--- config.mk ---
export PLATFORM = sky130hd
export DESIGN_NAME = cordic_vectoring_atan_mag
export DESIGN_NICKNAME = d
export VERILOG_FILES = /design/src/rtl/cordic_pkg.sv /design/src/rtl/cordic_vec_stage.sv /design/src/rtl/cordic_vectoring_atan_mag.sv
export SDC_FILE = /design/constraint.sdc
export NUM_CORES = 2
export LEC_CHECK = 0
export CAP_MARGIN = 20
export CORE_MARGIN = 1.5
export CORE_UTILIZATION = 45
export CTS_BUF_LIST = sky130_fd_sc_hd__clkbuf_16
export CTS_CLUSTER_SIZE = 20
export DETAILED_ROUTE_END_ITERATION = 8
export SETUP_SLACK_MARGIN = 0.4
export SLEW_MARGIN = 5
export SYNTH_ARGS = -nofsm -noshare
export SYNTH_HDL_FRONTEND = slang
export SYNTH_SLANG_ARGS = --single-unit
--- constraint.sdc ---
create_clock -name clk -period 46 [get_ports clk]
set_input_delay 6.9 -clock clk [delete_from_list [all_inputs] [get_ports clk]]
set_output_delay 6.9 -clock clk [all_outputs]
set_load 0.05 [all_outputs]
--- src/rtl/cordic_pkg.sv ---
// Shared CORDIC definitions: datapath format, arctangent table, gain constant
// and the sequencer state encoding used by the vectoring and cosine units.
package cordic_pkg;

    localparam int unsigned WIDTH  = 22;
    localparam int unsigned FRAC   = 20;
    localparam int unsigned N_ITER = 16;
    localparam int unsigned LUT_W  = 4;

    // 1/An for 16 micro-rotations, Q2.20
    localparam logic [WIDTH-1:0] K_GAIN = 22'h09B74E;

    typedef enum logic [1:0] {
        ST_IDLE  = 2'd0,
        ST_ITER  = 2'd1,
        ST_SCALE = 2'd2
    } cordic_state_t;

    // atan(2^-k) in Q2.20 radians
    function automatic logic [WIDTH-1:0] atan_lut(input logic [LUT_W-1:0] k);
        logic [WIDTH-1:0] e;
        e = '0;
        case (k)
            4'd0:  e = 22'h0C90FD;
            4'd1:  e = 22'h076B19;
            4'd2:  e = 22'h03EB6E;
            4'd3:  e = 22'h01FD5B;
            4'd4:  e = 22'h00FFAA;
            4'd5:  e = 22'h007FF5;
            4'd6:  e = 22'h003FFE;
            4'd7:  e = 22'h001FFF;
            4'd8:  e = 22'h000FFF;
            4'd9:  e = 22'h0007FF;
            4'd10: e = 22'h0003FF;
            4'd11: e = 22'h0001FF;
            4'd12: e = 22'h0000FF;
            4'd13: e = 22'h00007F;
            4'd14: e = 22'h00003F;
            4'd15: e = 22'h00001F;
            default: e = '0;
        endcase
        return e;
    endfunction

endpackage

--- src/rtl/cordic_vec_stage.sv ---
// One combinational vectoring micro-rotation: steers y towards zero and
// accumulates the applied angle in z.
module cordic_vec_stage
    import cordic_pkg::*;
#(
    parameter int unsigned WIDTH = cordic_pkg::WIDTH,
    parameter int unsigned K_W   = 4
) (
    input  logic signed [WIDTH-1:0] x,
    input  logic signed [WIDTH-1:0] y,
    input  logic signed [WIDTH-1:0] z,
    input  logic        [K_W-1:0]   k,
    input  logic signed [WIDTH-1:0] e_k,
    output logic signed [WIDTH-1:0] x_nxt,
    output logic signed [WIDTH-1:0] y_nxt,
    output logic signed [WIDTH-1:0] z_nxt
);

    logic signed [WIDTH-1:0] x_sh;
    logic signed [WIDTH-1:0] y_sh;

    assign x_sh = x >>> k;
    assign y_sh = y >>> k;

    // Rotate against the sign of y; all sums wrap at WIDTH bits
    always_comb begin
        x_nxt = x;
        y_nxt = y;
        z_nxt = z;
        if (y[WIDTH-1]) begin
            x_nxt = x - y_sh;
            y_nxt = y + x_sh;
            z_nxt = z - e_k;
        end else begin
            x_nxt = x + y_sh;
            y_nxt = y - x_sh;
            z_nxt = z + e_k;
        end
    end

endmodule

--- src/rtl/cordic_vectoring_atan_mag.sv ---
// Vectoring-mode CORDIC: returns atan(y/x) and the gain-compensated |(x,y)|,
// running ITER_PER_CYCLE chained micro-rotations per clock.
module cordic_vectoring_atan_mag #(
    parameter int unsigned WIDTH          = cordic_pkg::WIDTH,
    parameter int unsigned N_ITER         = cordic_pkg::N_ITER,
    parameter int unsigned ITER_PER_CYCLE = 4
) (
    input  logic                    clk,
    input  logic                    reset,
    input  logic                    clk_en,
    input  logic signed [WIDTH-1:0] x_in,
    input  logic signed [WIDTH-1:0] y_in,
    output logic signed [WIDTH-1:0] angle_out,
    output logic signed [WIDTH-1:0] mag_out,
    output logic                    busy,
    output logic                    done,
    output logic                    range_err
);

    import cordic_pkg::*;

    localparam int unsigned I_W = $clog2(N_ITER + 1);
    localparam int unsigned K_W = $clog2(N_ITER);
    localparam int unsigned PW  = 2 * WIDTH;

    localparam logic signed [WIDTH-1:0] V_LIM   = WIDTH'(32'h0008_0000);
    localparam logic signed [WIDTH-1:0] V_LIM_N = -V_LIM;
    localparam logic signed [WIDTH-1:0] K_S     = WIDTH'(K_GAIN);

    cordic_state_t           state_q, state_d;
    logic [I_W-1:0]          i_q, i_d;
    logic signed [WIDTH-1:0] x_q, x_d;
    logic signed [WIDTH-1:0] y_q, y_d;
    logic signed [WIDTH-1:0] z_q, z_d;
    logic                    bad_q, bad_d;
    logic                    zero_q, zero_d;
    logic signed [WIDTH-1:0] angle_d;
    logic signed [WIDTH-1:0] mag_d;
    logic                    busy_d;
    logic                    done_d;
    logic                    range_err_d;

    logic                    legal_c;
    logic                    zero_c;
    logic signed [PW-1:0]    prod_c;
    logic signed [WIDTH-1:0] mag_c;

    // Domain keeps the gain-grown x below 2.0 so Q2.20 never overflows
    assign legal_c = !x_in[WIDTH-1] && (x_in < V_LIM) &&
                     (y_in < V_LIM) && (y_in > V_LIM_N);
    assign zero_c  = (x_in == '0) && (y_in == '0);

    assign prod_c = PW'(x_q) * PW'(K_S);
    assign mag_c  = WIDTH'(prod_c >>> FRAC);

    logic signed [WIDTH-1:0] cx [ITER_PER_CYCLE+1];
    logic signed [WIDTH-1:0] cy [ITER_PER_CYCLE+1];
    logic signed [WIDTH-1:0] cz [ITER_PER_CYCLE+1];

    assign cx[0] = x_q;
    assign cy[0] = y_q;
    assign cz[0] = z_q;

    for (genvar s = 0; s < ITER_PER_CYCLE; s++) begin : g_stage
        logic [K_W-1:0]          k_s;
        logic signed [WIDTH-1:0] e_s;

        assign k_s = K_W'(i_q) + K_W'(s);
        assign e_s = WIDTH'(atan_lut(LUT_W'(k_s)));

        cordic_vec_stage #(
            .WIDTH (WIDTH),
            .K_W   (K_W)
        ) u_stage (
            .x     (cx[s]),
            .y     (cy[s]),
            .z     (cz[s]),
            .k     (k_s),
            .e_k   (e_s),
            .x_nxt (cx[s+1]),
            .y_nxt (cy[s+1]),
            .z_nxt (cz[s+1])
        );
    end

    always_ff @(posedge clk or negedge reset) begin
        if (!reset) begin
            state_q   <= ST_IDLE;
            i_q       <= '0;
            x_q       <= '0;
            y_q       <= '0;
            z_q       <= '0;
            bad_q     <= 1'b0;
            zero_q    <= 1'b0;
            angle_out <= '0;
            mag_out   <= '0;
            busy      <= 1'b0;
            done      <= 1'b0;
            range_err <= 1'b0;
        end else begin
            state_q   <= state_d;
            i_q       <= i_d;
            x_q       <= x_d;
            y_q       <= y_d;
            z_q       <= z_d;
            bad_q     <= bad_d;
            zero_q    <= zero_d;
            angle_out <= angle_d;
            mag_out   <= mag_d;
            busy      <= busy_d;
            done      <= done_d;
            range_err <= range_err_d;
        end
    end

    // Sequencer: capture, iterate, then scale and publish
    always_comb begin
        state_d     = state_q;
        i_d         = i_q;
        x_d         = x_q;
        y_d         = y_q;
        z_d         = z_q;
        bad_d       = bad_q;
        zero_d      = zero_q;
        angle_d     = angle_out;
        mag_d       = mag_out;
        busy_d      = busy;
        done_d      = 1'b0;
        range_err_d = range_err;

        unique case (state_q)
            ST_IDLE: begin
                if (clk_en) begin
                    state_d = ST_ITER;
                    x_d     = x_in;
                    y_d     = y_in;
                    z_d     = '0;
                    i_d     = '0;
                    bad_d   = !legal_c;
                    zero_d  = zero_c;
                    busy_d  = 1'b1;
                end
            end
            ST_ITER: begin
                x_d = cx[ITER_PER_CYCLE];
                y_d = cy[ITER_PER_CYCLE];
                z_d = cz[ITER_PER_CYCLE];
                i_d = i_q + I_W'(ITER_PER_CYCLE);
                if ((i_q + I_W'(ITER_PER_CYCLE)) == I_W'(N_ITER)) begin
                    state_d = ST_SCALE;
                end
            end
            ST_SCALE: begin
                state_d     = ST_IDLE;
                busy_d      = 1'b0;
                done_d      = 1'b1;
                range_err_d = bad_q;
                // A null vector has no direction; report angle 0
                angle_d     = (bad_q || zero_q) ? '0 : z_q;
                mag_d       = bad_q ? '0 : mag_c;
            end
            default: begin
                state_d = ST_IDLE;
            end
        endcase
    end

endmodule

==> flow_metrics.env <==
export IMPL_status="completed"
export IMPL_endpoint_kind="register"
export IMPL_final_area_mm2=0.0371
export IMPL_post_route_period_util=0.418
export IMPL_cp_data_arrival_time_ns=19.58
export IMPL_postCtsResizedCells=0
export IMPL_synth_edf_count=0
export IMPL_slowest_delay_ns=0.85
export IMPL_slowest_stage="dfrtp_4"
export IMPL_clk_latency_ns=0.48
export IMPL_area_delta_synth_final_pct=7.33
export IMPL_yosysTopAreaCell="ha_1"
export IMPL_relSlewSlack=0.227
export IMPL_drive_above_1_share=0.0538
export IMPL_worst_pin_slew_ns=1.15
export IMPL_yosysSeqAreaShare=0.0868
export IMPL_final_antenna_net_count=0
export IMPL_yosys_area_top_type_share=0.169
export IMPL_final_max_slew_violation_count=0
export IMPL_start_kind="register"
export IMPL_yosys_most_used_dff="dfrtp_1"
export IMPL_critical_path_class="reg -> reg"
export IMPL_vias=32600
export IMPL_async_flop_share=1.00
export IMPL_layout_commonest_cell="inv_1"
export IMPL_grt_pass1_wl_um=192000
export IMPL_ctsHoldBuffers=0
export IMPL_die_y_um=280
export IMPL_cts_setup_buffers=0
export IMPL_overflow=0
export IMPL_synth_area_leaders="ha_1, fa_1, dfrtp_1, xnor2_1, inv_1"
export IMPL_path_clk_slew_ns=0.06
export IMPL_cts_tree="done"
export IMPL_multiInputGateArea_mm2=0.0290
export IMPL_drc=0
export IMPL_boundaryPins=94
export IMPL_cts_root_buf="clkbuf_16"
export IMPL_syn_inst=4365
export IMPL_grt_pass1_vias=31400
export IMPL_ys_ff_latch=120
export IMPL_hold_viol=0
export IMPL_rows=101
export IMPL_first_pass_iters=6
export IMPL_dieArea_mm2=0.0785
export IMPL_grt_start_max_net_pins=131
export IMPL_worst_ep_required_time_ns=46.34
export IMPL_path_max_fanout=42
export IMPL_numCtsBuffers=17
export IMPL_worst_path_most_repeated_cell="a21oi_1"
export IMPL_max_clock_freq_ghz=0.0520
export IMPL_cts_buffer_depth=2
export IMPL_via_per_inst=6.05
export IMPL_ys_types=121
export IMPL_finalSetupViolCount=0
export IMPL_dpl_hpwl_um=103000
export IMPL_place_congestion=1.03
export IMPL_drt_iter0_drc=3488
export IMPL_worstHoldPathType="reg -> reg"
export IMPL_rsz0062_at_grt="false"
export IMPL_synth_avg_cell_area_um2=7.92
export IMPL_final_cell_mix="inv_1, ha_1, nand2_1"
export IMPL_fin_crit_ns=19.24
export IMPL_track_usage=0.323
export IMPL_cap_violations=0
export IMPL_clock_skew_ns=0.0117
export IMPL_die_x_um=280
export IMPL_antenna_found_initial=4
export IMPL_wl_per_cell_um=23.7
export IMPL_netlist_area_mm2=0.0346
export IMPL_clock_sinks=120
export IMPL_dpl_cell_area_mm2=0.0366
export IMPL_routed_wl_um=128000
export IMPL_seqCellArea_mm2=0.00302
export IMPL_start_util=0.455
export IMPL_place_port_buffers=93
export IMPL_htree_levels=4
export IMPL_coreArea_mm2=0.0759
export IMPL_fill_cells=7616
export IMPL_nets=5102
export IMPL_ys_warn_count=0
export IMPL_finalSetupTns_ns=0
critical path: cells and delay by family (launching register included):
| family | cells | cell delay (ns) |
|---|---|---|
| AO/OA/AOI/OAI | 37 | 8.41 |
| AND/OR/NAND/NOR | 19 | 4.76 |
| adder cells (fa/ha/maj) | 6 | 2.26 |
| XOR/XNOR | 3 | 1.01 |
| multiplexers | 3 | 0.95 |
| flip-flops | 1 | 0.85 |
| buffers and inverters | 3 | 0.81 |
metrics by stage:
stage	instances	hold slack, ns	util	setup slack, ns
global route	5395	0.503	0.489	25.25
detailed placement	5362	0.469	0.481	27.37
CTS	5394	0.486	0.489	27.26
floorplan	4367	0.450	-	25.71
global placement	5362	0.464	0.481	27.48
finish	5396	0.479	0.489	26.76
path summary, 6_finish.rpt:
kind	start	endpoint	slack (ns)	depth (start not counted)
max in group asynchronous	reset	x_q[21]	38.21	2
worst min register to register	mag_out[3]	mag_out[3]	0.48	2
worst min-delay path	mag_out[3]	mag_out[3]	0.48	2
worst max register to register	i_q[2]	y_q[21]	26.76	71
worst max-delay path	i_q[2]	y_q[21]	26.76	71
min in group asynchronous	reset	z_q[4]	6.41	1
cells by family (layout without fill, tap and decap cells):
group	count (synthesis)	count (layout)	share of synthesized area
and+or+nand+nor	1161	1161	0.157
AOI/OAI and AO/OA	1219	1219	0.235
DFF	120	120	0.0868
other	2	5	0.000217
adders and majority gates	706	706	0.306
buffers and inverters	691	689	0.0767
xor gates and xnor gates	367	367	0.0955
muxes	99	99	0.0430
sequential cells by signal, summed over array words and instances (netlist names):
register   count
angle_out     22
mag_out       22
x_q           22
y_q           22
z_q           22
i_q            3
state_q        2
bad_q          1
busy           1
done           1
range_err      1
zero_q         1
synthesized netlist by cell type, types with 28 or more instances:
master and instances:
inv_1 506, ha_1 468, nand2_1 369, nor2_1 355, a21oi_1 317, o21ai_0 261
xnor2_1 245, fa_1 235, clkbuf_1 121, dfrtp_1 120, xor2_1 114, a21o_1 90
nor3_1 85, a31oi_1 58, nand3_1 53, a22o_1 49, a211oi_1 47, a21boi_0 44
mux2i_1 44, and2_1 41, o21a_1 40, buf_1 38, mux4_2 38, nand2b_1 36
nor2b_1 35, and3_1 30, o211ai_1 29, nand4_1 28
routing by layer:
metal,vias to the layer above,global-route usage,part of all wire
li1,15300,-,-
met1,15700,0.435,0.43
met3,260,0.0602,0.089
met2,1391,0.500,0.43
met4,6,0.150,0.048
met5,-,0,0.00027
cell type report:
cell class                 instances  share of cell area
antenna                            1           0.0000674
clock buffer                      17              0.0115
clock inverter                    15             0.00344
inverter                         511              0.0518
multi-input combinational       3556               0.781
sequential                       120              0.0812
tap                             1030              0.0347
timing repair buffer             146              0.0362
Power is left out: the tool's default activity adds up to more than one toggle a clock period on the data nets, which glitch-free logic cannot reach.
